### src/rtl/btn_evt_pkg.sv
// btn_evt_pkg: shared types for the button event controller.
// Holds the scheduler state encoding, the queued event record and the
// channel-index width helper used by the top and its FIFO.
package btn_evt_pkg;

    // Scan scheduler states
    typedef enum logic {
        IDLE = 1'b0,
        SCAN = 1'b1
    } sched_state_t;

    // Channel field in the stored event is sized for up to 256 channels;
    // the top only exposes the low ch_width(NUM_CH) bits.
    localparam int EVT_CH_W_MAX = 8;

    typedef struct packed {
        logic [EVT_CH_W_MAX-1:0] ch;
        logic                    press;
    } evt_t;

    // Channel-index width, never narrower than one bit
    function automatic int ch_width(input int n);
        return (n > 1) ? $clog2(n) : 1;
    endfunction

endpackage

### src/rtl/btn_evt_fifo.sv
// btn_evt_fifo: synchronous show-ahead FIFO of evt_t records.
// A push into a full FIFO is accepted only when a pop happens in the same
// cycle. The head reads as zero while the FIFO is empty.
module btn_evt_fifo
    import btn_evt_pkg::*;
#(
    parameter int DEPTH = 4
) (
    input  logic clk,
    input  logic reset,
    input  logic push,
    input  evt_t push_data,
    input  logic pop,
    output evt_t head,
    output logic valid,
    output logic full
);
    localparam int AW = $clog2(DEPTH);
    localparam int CW = AW + 1;

    evt_t          mem [DEPTH];
    logic [AW-1:0] wr_ptr_reg;
    logic [AW-1:0] rd_ptr_reg;
    logic [CW-1:0] count_reg;
    logic          do_push;
    logic          do_pop;

    assign valid   = (count_reg != '0);
    assign full    = (count_reg == CW'(DEPTH));
    assign do_pop  = pop & valid;
    assign do_push = push & (~full | do_pop);
    assign head    = valid ? mem[rd_ptr_reg] : '0;

    // Storage write; contents need no reset because the head is gated by valid
    always_ff @(posedge clk) begin
        if (do_push) begin
            mem[wr_ptr_reg] <= push_data;
        end
    end

    // Pointer and occupancy bookkeeping (power-of-two depth wraps naturally)
    always_ff @(posedge clk) begin
        if (reset) begin
            wr_ptr_reg <= '0;
            rd_ptr_reg <= '0;
            count_reg  <= '0;
        end else begin
            if (do_push) begin
                wr_ptr_reg <= wr_ptr_reg + 1'b1;
            end
            if (do_pop) begin
                rd_ptr_reg <= rd_ptr_reg + 1'b1;
            end
            case ({do_push, do_pop})
                2'b10:   count_reg <= count_reg + 1'b1;
                2'b01:   count_reg <= count_reg - 1'b1;
                default: count_reg <= count_reg;
            endcase
        end
    end

endmodule

### src/rtl/btn_evt_ctrl.sv
// btn_evt_ctrl: multi-channel switch debouncer with one shared evaluation
// slot per channel per sample tick, and an event FIFO drained by valid/ready.
// Optional macro BTN_EVT_RELEASE_EN: when defined, release events are queued
// as well as presses; otherwise only presses reach the FIFO.
module btn_evt_ctrl
    import btn_evt_pkg::*;
#(
    parameter int NUM_CH     = 4,
    parameter int TICK_DIV   = 1000,
    parameter int STABLE_CNT = 8,
    parameter int FIFO_DEPTH = 4
) (
    input  logic                        clk,
    input  logic                        reset,
    input  logic [NUM_CH-1:0]           btn_in,
    output logic [NUM_CH-1:0]           db_state,
    output logic                        evt_valid,
    input  logic                        evt_ready,
    output logic [ch_width(NUM_CH)-1:0] evt_ch,
    output logic                        evt_press,
    output logic                        overflow,
    input  logic                        clr_overflow
);
    localparam int IDX_W   = ch_width(NUM_CH);
    localparam int CNT_W   = $clog2(STABLE_CNT);
    localparam int PRESC_W = $clog2(TICK_DIV);

    localparam logic [CNT_W-1:0]   CNT_MAX  = CNT_W'(STABLE_CNT - 1);
    localparam logic [PRESC_W-1:0] PRESC_MAX = PRESC_W'(TICK_DIV - 1);
    localparam logic [IDX_W-1:0]   LAST_CH  = IDX_W'(NUM_CH - 1);

    logic [NUM_CH-1:0]  sync1_reg;
    logic [NUM_CH-1:0]  sync2_reg;
    logic [PRESC_W-1:0] presc_reg;
    logic               tick;
    sched_state_t       state_reg;
    logic [IDX_W-1:0]   ch_idx_reg;
    logic [NUM_CH-1:0]  slot;
    logic [NUM_CH-1:0]  flip;
    logic [NUM_CH-1:0]  db_bits;
    logic               push_req;
    logic               pop;
    logic               drop;
    logic               fifo_full;
    logic               overflow_reg;
    evt_t               push_evt;
    evt_t               head_evt;
    logic               unused_head;

    // Two-flop synchronizer for every raw switch input
    always_ff @(posedge clk) begin
        if (reset) begin
            sync1_reg <= '0;
            sync2_reg <= '0;
        end else begin
            sync1_reg <= btn_in;
            sync2_reg <= sync1_reg;
        end
    end

    // Sample-tick prescaler; the wrap cycle is the tick
    assign tick = (presc_reg == PRESC_MAX);

    always_ff @(posedge clk) begin
        if (reset) begin
            presc_reg <= '0;
        end else if (tick) begin
            presc_reg <= '0;
        end else begin
            presc_reg <= presc_reg + 1'b1;
        end
    end

    // Scan scheduler: one channel per cycle after each tick, ascending order
    always_ff @(posedge clk) begin
        if (reset) begin
            state_reg  <= IDLE;
            ch_idx_reg <= '0;
        end else begin
            case (state_reg)
                IDLE: begin
                    if (tick) begin
                        state_reg  <= SCAN;
                        ch_idx_reg <= '0;
                    end
                end
                SCAN: begin
                    if (ch_idx_reg == LAST_CH) begin
                        state_reg  <= IDLE;
                        ch_idx_reg <= '0;
                    end else begin
                        ch_idx_reg <= ch_idx_reg + 1'b1;
                    end
                end
                default: begin
                    state_reg  <= IDLE;
                    ch_idx_reg <= '0;
                end
            endcase
        end
    end

    // Per-channel stability counter and debounced level
    genvar gi;
    generate
        for (gi = 0; gi < NUM_CH; gi++) begin : g_ch
            logic [CNT_W-1:0] cnt_reg;
            logic             db_reg;
            logic             mismatch;

            assign slot[gi]    = (state_reg == SCAN) && (ch_idx_reg == IDX_W'(gi));
            assign mismatch    = sync2_reg[gi] ^ db_reg;
            assign flip[gi]    = slot[gi] && mismatch && (cnt_reg == CNT_MAX);
            assign db_bits[gi] = db_reg;

            // Evaluate only in this channel's scan slot
            always_ff @(posedge clk) begin
                if (reset) begin
                    cnt_reg <= '0;
                    db_reg  <= 1'b0;
                end else if (slot[gi]) begin
                    if (!mismatch) begin
                        cnt_reg <= '0;
                    end else if (cnt_reg == CNT_MAX) begin
                        db_reg  <= ~db_reg;
                        cnt_reg <= '0;
                    end else begin
                        cnt_reg <= cnt_reg + 1'b1;
                    end
                end
            end
        end
    endgenerate

    assign db_state = db_bits;

    // Build the candidate event; at most one flip bit is set per cycle
    always_comb begin
        push_evt       = '0;
        push_evt.ch    = EVT_CH_W_MAX'(ch_idx_reg);
        push_evt.press = |(flip & sync2_reg);
`ifdef BTN_EVT_RELEASE_EN
        push_req = |flip;
`else
        push_req = |(flip & sync2_reg);
`endif
    end

    assign pop  = evt_valid & evt_ready;
    assign drop = push_req & fifo_full & ~pop;

    btn_evt_fifo #(
        .DEPTH (FIFO_DEPTH)
    ) u_fifo (
        .clk       (clk),
        .reset     (reset),
        .push      (push_req),
        .push_data (push_evt),
        .pop       (pop),
        .head      (head_evt),
        .valid     (evt_valid),
        .full      (fifo_full)
    );

    assign evt_ch = head_evt.ch[IDX_W-1:0];
`ifdef BTN_EVT_RELEASE_EN
    assign evt_press = head_evt.press;
`else
    assign evt_press = 1'b1;
`endif
    assign unused_head = ^{head_evt.ch, head_evt.press};

    // Sticky overflow; a drop in the same cycle as a clear keeps it set
    always_ff @(posedge clk) begin
        if (reset) begin
            overflow_reg <= 1'b0;
        end else if (drop) begin
            overflow_reg <= 1'b1;
        end else if (clr_overflow) begin
            overflow_reg <= 1'b0;
        end
    end

    assign overflow = overflow_reg;

    // A scan must always finish before the next tick arrives
    a_no_tick_in_scan: assert property (@(posedge clk) disable iff (reset)
        !(tick && (state_reg == SCAN)));

endmodule

### config.mk
export PLATFORM = sky130hd
export DESIGN_NAME = btn_evt_ctrl
export DESIGN_NICKNAME = d
export VERILOG_FILES = /design/src/rtl/btn_evt_pkg.sv /design/src/rtl/btn_evt_fifo.sv /design/src/rtl/btn_evt_ctrl.sv
export SDC_FILE = /design/constraint.sdc
export NUM_CORES = 1
export LEC_CHECK = 0
export CAP_MARGIN = 10
export CORE_MARGIN = 2
export CORE_UTILIZATION = 49
export CTS_CLUSTER_DIAMETER = 60
export DETAILED_ROUTE_END_ITERATION = 16
export GPL_TIMING_DRIVEN = 0
export PLACE_DENSITY = 0.68
export SKIP_CTS_REPAIR_TIMING = 1
export SLEW_MARGIN = 20
export SYNTH_ARGS = -nofsm -noshare
export SYNTH_HDL_FRONTEND = slang
export SYNTH_SLANG_ARGS = --single-unit
### constraint.sdc
create_clock -name clk -period 6.6 [get_ports clk]
set_clock_uncertainty 0.15 [all_clocks]
set_input_delay 0.99 -clock clk [delete_from_list [all_inputs] [get_ports clk]]
set_output_delay 0.99 -clock clk [all_outputs]
set_load 0.005 [all_outputs]
==> metrics.md <==
| Metric | Value |
|---|---|
| DIE AREA | 5611 µm² |
| HP Start | sync1_reg[1] |
| Synth area leaders | dfxtp_1 (38%), edfxtp_1 (9.8%), ha_1 (8.6%) |
| Synth Instances | 242 |
| Final setup vio count | 0 |
| Clock sinks | 55 |
| First-pass GRT wire length | 7.148 mm |
| Ys Warns | 0 |
| Largest net degree at the start of global routing | 17 |
| Kind of cell adding the most delay to the critical path | multiplexers |
| Die H | 74.91 µm |
| Wire length per cell | 12.49 µm |
| R2r startpoint | ch_idx_reg[0] |
| Layout Nets | 290 |
| Power Density | 205.8 nW/µm² |
| Routed vias | 1674 |
| Max FFs per register | 12 |
| CTS tree | done |
| WP buf/inv | 1 |
| VDD IR max | 157.4 µV |
| CTS root buf | clkbuf_8 |
| Yosys top cell by area | dfxtp_1 |
| Total gr overflow | 0 |
| Clock-pin slew on the worst setup and hold paths | 0.10 ns |
| # port buffers | 15 |
| Vias in the first global route | 1579 |
| Crit path required time | 5.46 ns |
| EDFF count, synth | 8 |
| Slew HR | 0.6242 |
| Final Slew Violations | 0 |
| Sw frac | 0.2006 |
| Worst-Margin Slew | 0.5637 ns |
| Max clock buf depth | 2 |
| Reg-to-reg endpoint | u_fifo.count_reg[2] |
| Via density | 5.042 |
| Critical Path Sink Type | output pin |
| CP Data Arrival Time | 1.80 ns |
| Average cell area after synthesis | 10.18 µm² |
| RSZ-0062 raised after global routing | false |
| Pre-CTS setup slack | 3.555 ns |
| Static Leak | 1.075 nW |
| Post-Syn Area | 2464 µm² |
| Post-DRT Antenna Nets | 0 |
| WHS Path Cells | 1 |
| Initial antenna violation count | 0 |
| Status | complete, no violations |
| Final worst setup slack | 3.662 ns |
| Hold Path Sink | sync2_reg[1] |
| Post-route DRC | 0 |
| Max-cap violations | 0 |
| Sequential power share | 0.596 |
| Dominant synthesized flop cell | dfxtp_1 |
| Initial core utilization | 0.5148 |
| Switch Pwr | 0.0001158 W |
| Setup TNS | 0 ns |
| Core Rows | 25 |
| Most frequent cells in the layout | dfxtp_1 (47), nor2_1 (28), ha_1 (17) |
| Die width | 74.91 µm |
| FMAX | 340.4 MHz |
| Crit path kind | flip-flop to output pin |
| Post-DP HPWL | 3.016 mm |
| Total Routed Length | 4.148 mm |
| Max stage delay cell, worst path | mux4_2 |
| Fin. Hold Viols | 0 |
| Worst-Skew Late Latency | 0.31 ns |
| Reg2reg path depth | 8 |
| Peak fanout along the critical path | 2 |
| Synth async-reset ratio | 0 |
| Core ar. | 4786 µm² |
| I/O pins | 17 |
| Ant diodes | 0 |
| # H-tree levels | 2 |
| Setup crit start kind | flip-flop |
| P&R area growth vs syn | 13.86% |
| Layout cells sized above 1 | 0.09811 |
| Internal power | 0.0004615 W |
| Synth cell types | 46 |
| FF-to-FF setup slack | 3.96 ns |
| Commonest non-fill, non-tap cell in the layout | dfxtp_1 |
| Min Tclk post-route | 2.938 ns |
| CP Cell Sequence | mux4_2 -> and2_1 -> clkdlybuf4s50_1 |
| RD Place Congestion | 0.7956 |
| Overall routing resource usage | 0.1703 |
| Worst hold path type | flip-flop to flip-flop |
| Final Cycle Share | 0.4451 |
| CTS buffer count | 5 |
| DR pass1 iterations | 4 |
| Critical path's largest stage delay | 0.50 ns |
| Net Count, Synth | 268 |
| Finished Core Util | 0.5861 |
| Tot Pwr | 0.0005773 W |
| Part of the power in combinational logic | 0.030 |
| Critical path depth | 3 |
| Initial DRC Count | 112 |
| Clock power frac | 0.374 |
| Yosys reg bits | 55 |
| Sequential-to-total area share from yosys stat | 0.4794 |
| Area share of the largest cell type after synthesis | 0.3819 |
-- power groups by stage --
stage	Clock, W	Combinational [W]	Sequential [W]
after floorplan	0	0.00000968	0.000351
after global placement	0	0.0000174	0.000352
after detailed placement	0	0.0000175	0.000352
after CTS	0.000224	0.0000176	0.000344
after global routing	0.000238	0.0000199	0.000345
final	0.000216	0.0000174	0.000344
-- cell usage after synthesis (5+ instances only) --
cell type	count
nand3_1	6
dfxtp_1	47
and2_1	7
ha_1	17
and3_1	5
clkbuf_1	6
edfxtp_1	8
xnor2_1	7
a21oi_1	15
nand4_1	10
buf_4	5
nor2b_1	10
inv_1	9
nand2_1	15
xor2_1	7
nor2_1	28
-- final cells by class --
class / instances / area (µm²)
buffer: 12 / 71.32
clock buffer: 5 / 68.82
clock inverter: 3 / 38.79
fill: 418 / 1981
inverter: 9 / 33.78
multi-input combinational: 166 / 1177
sequential: 55 / 1181
tap: 67 / 83.83
timing repair buffer: 15 / 150.1
-- per-layer routing --
metal | wire length [µm] | GRT usage | part of all wire
met1 | 2062 | 0.2257 | 0.50
met2 | 1855 | 0.2680 | 0.45
met3 | 158 | 0.04016 | 0.038
met4 | 71 | 0.07143 | 0.017
met5 | 0 | 0 | 0
-- metrics by stage --
step / std cells / hold slack, ns / cell area, µm²
CTS: 332 / 0.2987 / 2805
floorplan: 242 / 0.2630 / 2464
finish: 332 / 0.2921 / 2805
global route: 332 / 0.3044 / 2805
detailed placement: 324 / 0.2770 / 2698
global placement: 324 / 0.2680 / 2698
-- how the worst max path moves through the flow --
stage / to / slack (ns)
6_report: evt_ch[1] / 3.66
5_1_grt: evt_ch[1] / 3.59
4_1_cts: evt_ch[1] / 3.63
3_5_place_dp: u_fifo.count_reg[2] / 3.55
3_3_place_gp: u_fifo.count_reg[2] / 3.58
2_1_floorplan: u_fifo.count_reg[2] / 4.23
-- cells by family (layout without fill, tap and decap cells) --
group	count (synthesis)	count (layout)	synth area share
multiplexers	5	5	0.03301
AND/OR/NAND/NOR	98	98	0.2138
adder cells (fa/ha/maj)	18	18	0.09446
flip-flops	55	55	0.4794
AO/OA/AOI/OAI	30	30	0.08532
XOR/XNOR	14	14	0.04977
buffers and inverters	21	44	0.04266
other	1	1	0.001522
-- worst reg2reg max path, cell delays in order (launching register included) --
cell	delay, ns
dfxtp_1	0.51
ha_1	0.31
nand4_1	0.16
o22ai_2	0.28
nor3_2	0.12
fa_1	0.41
nand3_1	0.11
a2bb2oi_2	0.18
mux2_4	0.31
Note: power is estimated with default switching activity, not from simulation.
